[src/rtl/demux5_deser.sv]
// demux5_deser: 1:5 serial-to-parallel deserializer driving an upstream mux5 select
module demux5_deser (
  input  logic       clk,
  input  logic       reset,
  input  logic       start,
  input  logic       din,
  output logic [2:0] s_out,
  output logic       busy,
  output logic [4:0] q,
  output logic       valid
);
  typedef enum logic {IDLE, CAPTURE} state_t;
  state_t     state;
  logic [2:0] slot;
  logic [4:0] shadow;
  always_comb begin
    busy  = state == CAPTURE;
    s_out = busy ? slot : 3'd5;
  end
  always_ff @(posedge clk) begin
    if (reset) begin
      state  <= IDLE;
      slot   <= 3'd0;
      shadow <= 5'd0;
      q      <= 5'd0;
      valid  <= 1'b0;
    end else begin
      valid <= 1'b0;
      if (state == IDLE) begin
        slot  <= 3'd0;
        state <= start ? CAPTURE : IDLE;
      end else begin
        shadow[slot] <= din;
        if (slot == 3'd4) begin
          q     <= {din, shadow[3:0]};
          valid <= 1'b1;
          slot  <= 3'd0;
          state <= start ? CAPTURE : IDLE;
        end else begin
          slot <= slot + 3'd1;
        end
      end
    end
  end
endmodule

[config.mk]
export PLATFORM = sky130hd
export DESIGN_NAME = demux5_deser
export DESIGN_NICKNAME = d
export VERILOG_FILES = /design/src/rtl/demux5_deser.sv
export SDC_FILE = /design/constraint.sdc
export NUM_CORES = 1
export LEC_CHECK = 0
export ABC_AREA = 1
export ABC_CLOCK_PERIOD_IN_PS = 1700
export CAP_MARGIN = 20
export CORE_AREA = 2 2 47 49
export DETAILED_ROUTE_END_ITERATION = 16
export DIE_AREA = 0 0 49 51
export GPL_ROUTABILITY_DRIVEN = 0
export SLEW_MARGIN = 20
export SYNTH_ARGS = -nofsm -noshare
export SYNTH_HDL_FRONTEND = slang
export SYNTH_SLANG_ARGS = --single-unit
[constraint.sdc]
create_clock -name clk -period 1.7 [get_ports clk]
set_input_delay 0.34 -clock clk [delete_from_list [all_inputs] [get_ports clk]]
set_output_delay 0.34 -clock clk [all_outputs]
set_load 0.05 [all_outputs]
* Word-level counts from Yosys, hierarchy flattened
Cells that the tools add are included.
Storage, ports and cells: output and inout port bits 10, input bits 4, word-level logic and storage cells 22, register bits after elaboration 15
Operators by class: order comparisons 2, bitwise operators 1, add/subtract/negate cells 1, eq/ne operators 1, muxes and demuxes 8, reduce and logical (&&, ||, !) cells 4
Operators by type and width (count):
- bitwise mux 5 bit | 1
- two-way mux 1 bit | 5
- < comparator 3 x 4 -> 1 bit (second input constant) | 1
- adder 3 x 1 -> 3 bit (second input constant) | 1
- demux 1 bit (select 3 bit) | 1
- equality test 3 bit (second input constant) | 1
- greater-or-equal comparator 3 x 1 -> 1 bit (second input constant) | 1
- two-way mux 3 bit | 1
- OR reduction 3 bit | 1
- AND reduction 2 bit | 1
- OR reduction 2 bit | 1
- logical AND 1 bit | 1
- inverter 1 bit | 1

* Depth between registers and ports, before layout
Gate-level depths: netlist of run 1.
depth after elaboration 5, depth in mapped cells 6, mapped depth without buffers 6

* Least setup slack after synthesis of run 1
No wires, ideal clock.
path type register -> output, start register state (netlist: busy), end output port s_out[2], setup slack 0.116 ns, stages on the path, launching flop included 3, data required time 1.360 ns, arrival 1.244 ns, path buffers 0, cell sequence dfxtp_1 -> inv_2 -> or2_1
Between the ends: word-level cells in the longest chain between the ends 1
RTL lines:
- start: declaration | line 13 | state_t state;
- start signal: assignment | line 31 | state <= start ? CAPTURE : IDLE;
- start signal: assignment | line 38 | state <= start ? CAPTURE : IDLE;
- two-way mux 3 bit | line 18 | s_out = busy ? slot : 3'd5;
- end: declaration | line 7 | output logic [2:0] s_out,
Every way passes these cells.

* Worst setup path in the final report of run 1
start register slot[2], end output port s_out[2]
Between the ends: word-level cells in the longest chain between the ends 1
RTL lines:
- start: declaration | line 14 | logic [2:0] slot;
- start signal: assignment | line 40 | slot <= slot + 3'd1;
- two-way mux 3 bit | line 18
Every way passes these cells.

==> run summary, run 1 <==
status - finished, final reports clean
Fin. Hold Viols - 0
core box area - 2060 um2
crit path launch type - flop
first-pass GRT wire length - 1.79 mm
GR met2 Demand/Resource - 14.4%
synthesized area - 571 um2
CP cell instances - or2_1 -> buf_4
Buf+Inv Stages, Crit Path - 1
CP Data Required Time - 1.36 ns
register area share after synthesis - 49.1%
post-cts resize count - 0
Die Y - 51 um
share of layout cells above drive strength 1 - 22.0%
IR drop worst, VDD - 510 uV
Longest Clk Path Bufs - 2
clock root buffer - clkbuf_4
final period utilization - 84.9%
floorplan row count - 17
TritonRoute pass-1 iters - 4
Pwr Total - 0.676 mW
Slowest cell on crit path - dfxtp_1
max_slew headroom - 80.2%
register area - 280 um2
global route hottest layer - met2
total CTS buffers - 3
die area - 2500 um2
Cells after Synth - 73
Design Area, Final - 779 um2
GR met3 Demand/Resource - 5.26%
delay-heaviest family, CP - flip-flops
CTS Hold Bufs - 0
postcts setup bufs - 0
Pwr Density - 867 nW/um2
post-route ant nets - 0
PortBufs - 13
CP max stage delay - 0.38 ns
Critical Path Sink Type - output port
estimated wirelength of the detail-placed design - 819 um
pin slew with the least headroom to its limit - 0.297 ns
# fillers - 224
Core Util, Final - 37.8%
Leak Pwr - 0.334 nW
crit path max fanout - 6
CP Class - reg2out
Finish-stage setup viols - 0
n_diodes - 0
clk_lat worst skew - 0.28 ns
Peak Freq - 692 MHz
GRT Util Overall - 9.68%
Post-Place Cell Area - 743 um2
nets@finish - 98
max_cap viols - 0
Reg clk slew, reported paths - 0.08 ns
I/O pins - 14
Vias/cell - 4.32
number of remaining DRC errors - 0
WP data arrival - 1.10 ns
CTS tree - done
multi-input logic area - 248 um2
vias in the first global route - 431
RSZ-0062 raised after global routing - false
#FFs+latches synth - 14
count of different cell masters after synthesis - 14
area delta synth->final - 36.6%
TritonCTS Sinks - 14
Fin Setup TNS - 0 ns
Clock Skew - 0.00177 ns
GR Overflow Total - 0
largest net degree at the start of global routing - 9
Die X-Extent - 49 um
Synth Area per Inst - 7.82 um2
hold crit path type - reg2reg
1st-iter DRT viols - 15
fin. max-slew vios - 0
drt wl/cell - 8.80 um
total routed wirelength - 1.05 mm
Initial Util - 27.7%
H-tree depth - 1
YS warnings - 0
routed vias - 514
initial antenna violation count - 0
post-synth net total - 79
Tmin final - 1.44 ns
GRT met1 Usage - 10.9%
Yosys cell counts (all sizes together):
master  count  area share [%]
xnor2       1             1.5
nand3       6             7.5
dfxtp      14              49
nand2      19              13
ha          2             4.4
inv         8             5.3
a21oi       9             7.9
nor2       11             8.6
or2         1             1.1
clkinv      2             2.2
cell type report:
class                      instances  area share, %
tap                               28           4.49
multi-input combinational         49           31.8
inverter                          10           5.46
sequential                        14           36.0
clock buffer                       4           4.65
timing repair buffer              14           17.7
metrics by stage:
step           hold slack (ns)  worst slack, ns  instances
2_1_floorplan            0.409            0.116         73
3_3_place_gp             0.452            0.305        115
3_5_place_dp             0.456            0.291        115
4_1_cts                  0.466            0.236        119
5_1_grt                  0.487            0.210        119
6_report                 0.469            0.256        119
logic make-up (layout without fill, tap and decap cells):
logic type	Yosys count	count (layout)	share of synthesized area [%]
AO/OA/AOI/OAI	9	9	7.89
XOR/XNOR	1	1	1.54
adder cells (fa/ha/maj)	2	2	4.39
buffers and inverters	10	28	7.46
flip-flops	14	14	49.1
AND/OR/NAND/NOR	37	37	29.6
layer usage:
metal | up-vias | part of all wire (%)
li1 | 265 | -
met5 | - | 0
met3 | 2 | 8.7
met4 | 0 | 0.86
met2 | 19 | 44
met1 | 228 | 46
cell usage in the layout, fill, tap and decap left out, drive strengths merged:
cell type and instances:
nand2 19, clkbuf 4, xnor2 1, ha 2, clkinv 2, a21oi 9, nor2 11, dfxtp 14
inv 8, buf 11, nand3 6, or2 1, clkdlybuf4s50 3
registers in the layout, summed over array words and instances (netlist names):
name / cells
valid: 1
slot: 3
q: 5
shadow: 4
busy: 1
where the power goes:
| part | switching, mW | internal [mW] | leakage (nW) |
|---|---|---|---|
| sequential | 0.00771 | 0.337 | 0.114 |
| combinational | 0.0611 | 0.0381 | 0.200 |
| clock | 0.102 | 0.130 | 0.0210 |
worst min-delay path: stages, from the launching register on:
cell and delay [ns]:
dfxtp_1 0.32, nand2_1 0.06, a21oi_1 0.05
path summary, 6_finish.rpt:
kind                                 from  endpoint  slack, ns  depth (start not counted)
worst max-delay path              slot[2]  s_out[2]       0.26                          2
worst min-delay path            shadow[2]      q[2]       0.47                          2
worst min register to register  shadow[2]      q[2]       0.47                          2
worst max register to register    slot[0]      q[0]       0.48                          6
(Power assumes the default switching activity.)
==> run 2: changes to the inputs <==
--- a/config.mk
+++ b/config.mk
@@ -6,7 +6,7 @@
 export NUM_CORES = 1
 export LEC_CHECK = 0
 export ABC_AREA = 1
-export ABC_CLOCK_PERIOD_IN_PS = 1700
+export ABC_CLOCK_PERIOD_IN_PS = 1500
 export CAP_MARGIN = 20
 export CORE_AREA = 2 2 47 49
 export DETAILED_ROUTE_END_ITERATION = 16
==> constraint.sdc (replaced) <==
create_clock -name clk -period 1.5 [get_ports clk]
set_input_delay 0.3 -clock clk [delete_from_list [all_inputs] [get_ports clk]]
set_output_delay 0.3 -clock clk [all_outputs]
set_load 0.05 [all_outputs]
==> run summary, run 2 (synthesis results as in run 1) <==
status - finished, final reports clean
Pwr Density - 827 nW/um2 (-4.6%)
clk_lat worst skew - 0.27 ns (about the same)
clock root buffer - clkbuf_4
CP Class - reg2out
TritonCTS Sinks - 14 (unchanged)
Critical Path Sink Type - output port
RSZ-0062 raised after global routing - false
WP data arrival - 1.15 ns (+0.05 ns)
TritonRoute pass-1 iters - 1 (-3)
commonest cells after routing, fill and taps aside - 19 x nand2_1, 13 x dfxtp_1, 10 x nor2_1, 10 x buf_12, 9 x a21oi_1
Slowest cell on crit path - dfxtp_4
estimated wirelength of the detail-placed design - 849 um (+3.6%)
I/O pins - 14 (unchanged)
Longest Clk Path Bufs - 2 (unchanged)
GR Overflow Total - 0 (unchanged)
total routed wirelength - 1.07 mm (+2.4%)
Die Y - 51 um (unchanged)
Die X-Extent - 49 um (unchanged)
routed vias - 476 (-7.4%)
Leak Pwr - 0.354 nW (+5.8%)
drt wl/cell - 9.08 um (+3.3%)
post-route ant nets - 0 (unchanged)
WHS - 0.464 ns (-0.00494 ns)
crit path max fanout - 6 (unchanged)
largest net degree at the start of global routing - 8 (-1)
CTS tree - done
max_cap viols - 0 (unchanged)
area delta synth->final - 52.4%
IR drop worst, VDD - 469 uV (-8.2%)
crit path launch type - flop
most flop-heavy register - q
CP cell instances - inv_2 -> or2_1 -> buf_12
delay-heaviest family, CP - flip-flops
fin. max-slew vios - 0 (unchanged)
total CTS buffers - 3 (unchanged)
Finished Layout Cells - 118 (-0.84%)
CP Data Required Time - 1.20 ns (-0.16 ns)
floorplan row count - 17 (unchanged)
H-tree depth - 1 (unchanged)
max_slew headroom - 81.3% (+1.2 points)
Tmin final - 1.45 ns
Reg clk slew, reported paths - 0.08 ns (about the same)
Peak Freq - 690 MHz
CP max stage delay - 0.41 ns (+0.03 ns)
n_diodes - 0 (unchanged)
Fin Setup TNS - 0 ns (unchanged)
number of remaining DRC errors - 0 (unchanged)
Finish-stage setup viols - 0 (unchanged)
die area - 2500 um2 (unchanged)
Vias/cell - 4.03 (-6.6%)
hold crit path type - reg2reg
GRT Util Overall - 9.75% (+0.069 points)
Buf+Inv Stages, Crit Path - 2 (+1)
nets@finish - 98 (unchanged)
Placed Cells - 115 (unchanged)
number of flip-flops in the largest register - 5 (unchanged)
share of layout cells above drive strength 1 - 22.2% (+0.24 points)
vias in the first global route - 446 (+3.5%)
final period utilization - 96.7%
1st-iter DRT viols - 0 (-15)
Core Util, Final - 42.1% (+4.4 points)
pin slew with the least headroom to its limit - 0.280 ns (-0.0169 ns)
Initial Util - 27.7% (unchanged)
core box area - 2060 um2 (unchanged)
Fin. Hold Viols - 0 (unchanged)
postcts setup bufs - 0 (unchanged)
Clock Skew - 0.00385 ns (+0.00209 ns)
PortBufs - 13 (unchanged)
most common cell after layout, fill and taps aside - nand2_1
first-pass GRT wire length - 1.84 mm (+2.3%)
biggest regs - q: 5 flops, shadow: 4 flops, slot: 3 flops
initial antenna violation count - 0 (unchanged)
run 2: cell types whose count changed in the layout (fill, tap and decap cells not counted):
cell,delta
buf_12,+8
buf_4,-8
clkbuf_8,-1
dfxtp_1,-1
dfxtp_4,+1
run 2: cell type report:
cell class,instances,area (um2)
tap,28,35.0
multi-input combinational,49,248
fill,234,1190
timing repair buffer,14,238
sequential,14,284
clock buffer,3,22.5
inverter,10,42.5
run 2: where the power goes:
group | total (mW) | internal, mW | switching [mW]
combinational | 0.121 | 0.0549 | 0.0662
sequential | 0.396 | 0.382 | 0.0145
clock | 0.202 | 0.0929 | 0.109
run 2: worst min-delay path, stage by stage (launching register included):
cell and delay (ns):
dfxtp_1 0.31, nand2_1 0.06, a21oi_1 0.05
run 2: worst paths after layout:
path              slack [ns]        to      start  cells after the start
setup reg to reg        0.28      q[1]    slot[0]                      6
setup / recovery        0.05  s_out[2]       busy                      3
hold / removal          0.46      q[3]  shadow[3]                      2
hold reg to reg         0.46      q[3]  shadow[3]                      2
run 2: through the flow:
step	area [um2]	power, mW	setup WS [ns]
after detailed placement	845	0.527	0.286
after global placement	845	0.526	0.300
after global routing	870	0.764	0.00223
after floorplan	572	0.468	0.182
after CTS	870	0.733	0.0310
final	870	0.719	0.0498
run 2: what timing repair did:
| item | 4_1_cts | 5_1_grt |
|---|---|---|
| endpoints found under the hold margin | 0 | 0 |
| endpoints found under the setup margin | 1 | 0 |
| hold buffers | 0 | 0 |
| resized for setup | 1 | 0 |
run 2: per-layer routing:
| metal | global-route usage, % | part of all wire, % | vias to the layer above |
|---|---|---|---|
| li1 | - | - | 260 |
| met1 | 11.8 | 48 | 205 |
| met2 | 14.4 | 46 | 11 |
| met3 | 4.09 | 5.6 | 0 |
| met4 | 5.71 | 0 | 0 |
| met5 | 0 | 0 | - |
==> run 3: changes to the inputs <==
--- a/config.mk
+++ b/config.mk
@@ -12,6 +12,7 @@
 export DETAILED_ROUTE_END_ITERATION = 16
 export DIE_AREA = 0 0 49 51
 export GPL_ROUTABILITY_DRIVEN = 0
+export SETUP_SLACK_MARGIN = 0.3
 export SLEW_MARGIN = 20
 export SYNTH_ARGS = -nofsm -noshare
 export SYNTH_HDL_FRONTEND = slang
==> run summary, run 3 (synthesis results as in run 1) <==
CP max stage delay - 0.37 ns (-0.04 ns)
Leak Pwr - 0.384 nW (+8.7%)
die area - 2500 um2 (unchanged)
GRT Util Overall - 9.70% (-0.045 points)
Sw Ratio - 24.6% (-1.7 points)
commonest cells after routing, fill and taps aside - 18 x nand2_1, 10 x nor2_1, 10 x dfxtp_1
Vias/cell - 4.25 (+5.4%)
clock power share - 32.3% (+4.2 points)
n_diodes - 0 (unchanged)
Tmin final - 1.36 ns (-0.0939 ns)
Psw - 0.197 mW (+3.9%)
Clock Skew - 0.00214 ns (-0.00172 ns)
I/O pins - 14 (unchanged)
Longest Clk Path Bufs - 2 (unchanged)
total routed wirelength - 1.06 mm (-1.3%)
initial antenna violation count - 0 (unchanged)
delay-heaviest family, CP - flip-flops
core box area - 2060 um2 (unchanged)
PortBufs - 13 (unchanged)
Die X-Extent - 49 um (unchanged)
most flop-heavy register - q
post-route ant nets - 0 (unchanged)
TritonRoute pass-1 iters - 4 (+3)
share of layout cells above drive strength 1 - 34.4% (+12 points)
1st-iter DRT viols - 9 (+9)
most common cell after layout, fill and taps aside - nand2_1
clock root buffer - clkbuf_4
Pwr Density - 867 nW/um2 (+4.8%)
max_slew headroom - 81.9% (+0.52 points)
TritonCTS Sinks - 14 (unchanged)
vias in the first global route - 476 (+6.7%)
Seq pwr share - 49.1% (-6.0 points)
IR drop worst, VDD - 732 uV (+56%)
first-pass GRT wire length - 1.85 mm (+0.76%)
Slowest cell on crit path - dfxtp_4
Reg clk slew, reported paths - 0.08 ns (about the same)
routed vias - 527 (+11%)
Finish-stage setup viols - 0 (unchanged)
drt wl/cell - 8.53 um (-6.1%)
final period utilization - 90.4% (-6.3 points)
crit path max fanout - 3 (-3)
hold crit path type - reg2reg
Fin. Hold Viols - 0 (unchanged)
GR Overflow Total - 0 (unchanged)
largest net degree at the start of global routing - 9 (+1)
Die Y - 51 um (unchanged)
Peak Freq - 737 MHz (+6.9%)
# fillers - 213 (-9.0%)
fin. max-slew vios - 0 (unchanged)
biggest regs - q: 5 flops, shadow: 4 flops, slot: 3 flops
number of flip-flops in the largest register - 5 (unchanged)
H-tree depth - 1 (unchanged)
estimated wirelength of the detail-placed design - 847 um (-0.26%)
Setup WS post-layout - 0.144 ns (+0.0939 ns)
pin slew with the least headroom to its limit - 0.271 ns (-0.00846 ns)
Buf+Inv Stages, Crit Path - 2 (unchanged)
Internal - 0.602 mW (+14%)
Initial Util - 27.7% (unchanged)
CP Class - reg2out
nets@finish - 103 (+5.1%)
clk_lat worst skew - 0.27 ns (about the same)
number of remaining DRC errors - 0 (unchanged)
CP cell instances - inv_4 -> or2_4 -> buf_12
CTS tree - done
Place WS - 0.287 ns (+0.000193 ns)
total CTS buffers - 3 (unchanged)
floorplan row count - 17 (unchanged)
CTS Hold Bufs - 0 (unchanged)
Fin Setup TNS - 0 ns (unchanged)
RSZ-0062 raised after global routing - true
CP Data Required Time - 1.20 ns (about the same)
area delta synth->final - 61.6%
max_cap viols - 0 (unchanged)
WP data arrival - 1.06 ns (-0.09 ns)
crit path launch type - flop
status - finished, final reports clean
Gate power share - 18.6% (+1.8 points)
Critical Path Sink Type - output port
==> run 3: final timing paths <==
check / startpoint / to / slack [ns] / cells past startpoint
worst max register to register: slot[0] / q[2] / 0.40 / 6
worst min register to register: shadow[1] / q[1] / 0.46 / 2
worst max-delay path: busy / s_out[2] / 0.14 / 3
worst min-delay path: shadow[1] / q[1] / 0.46 / 2
==> run 3: layout make-up <==
| type | count | area, um2 | share of cell area, % |
|---|---|---|---|
| well taps | 28 | 35.0 | 3.80 |
| clock buffers | 4 | 36.3 | 3.93 |
| multi-input cells | 49 | 253 | 27.4 |
| repair buffers | 19 | 263 | 28.5 |
| inverters | 10 | 45.0 | 4.88 |
| flip-flops and latches | 14 | 290 | 31.5 |
==> run 3: metal layers <==
| metal | wire, um | share of wire (%) | global-route usage, % | up-vias |
|---|---|---|---|---|
| li1 | - | - | - | 274 |
| met5 | 0 | 0 | 0 | - |
| met1 | 428 | 40 | 10.1 | 235 |
| met3 | 91 | 8.6 | 4.68 | 0 |
| met2 | 538 | 51 | 17.4 | 18 |
| met4 | 0 | 0 | 2.86 | 0 |
==> run 3: what timing repair did <==
item,in CTS,in global routing
buffers inserted,4,1
setup endpoints to repair,8,9
pin swaps,1,1
gates resized for setup,6,2
==> run 3: stage by stage <==
| step | util [%] | power [mW] | std cells | instance area (um2) | hold slack, ns |
|---|---|---|---|---|---|
| floorplan | - | 0.470 | 73 | 577 | 0.369 |
| global placement | 40.6 | 0.528 | 115 | 837 | 0.449 |
| detailed placement | 40.6 | 0.528 | 115 | 837 | 0.452 |
| CTS | 44.1 | 0.808 | 123 | 911 | 0.465 |
| global route | 44.7 | 0.835 | 124 | 922 | 0.490 |
| finish | 44.7 | 0.799 | 124 | 922 | 0.464 |
==> run 3: power by group through the flow <==
| stage | Sequential, mW | Combinational (mW) | Clock (mW) |
|---|---|---|---|
| 3_5_place_dp | 0.405 | 0.123 | 0 |
| 3_3_place_gp | 0.405 | 0.123 | 0 |
| 5_1_grt | 0.394 | 0.158 | 0.283 |
| 4_1_cts | 0.393 | 0.146 | 0.269 |
| 2_1_floorplan | 0.409 | 0.0605 | 0 |
| 6_report | 0.392 | 0.149 | 0.258 |
==> run 3: tightest hold or removal path: stages (launching register included) <==
cell	delay [ns]
dfxtp_1	0.32
nand2_1	0.06
a21oi_1	0.05
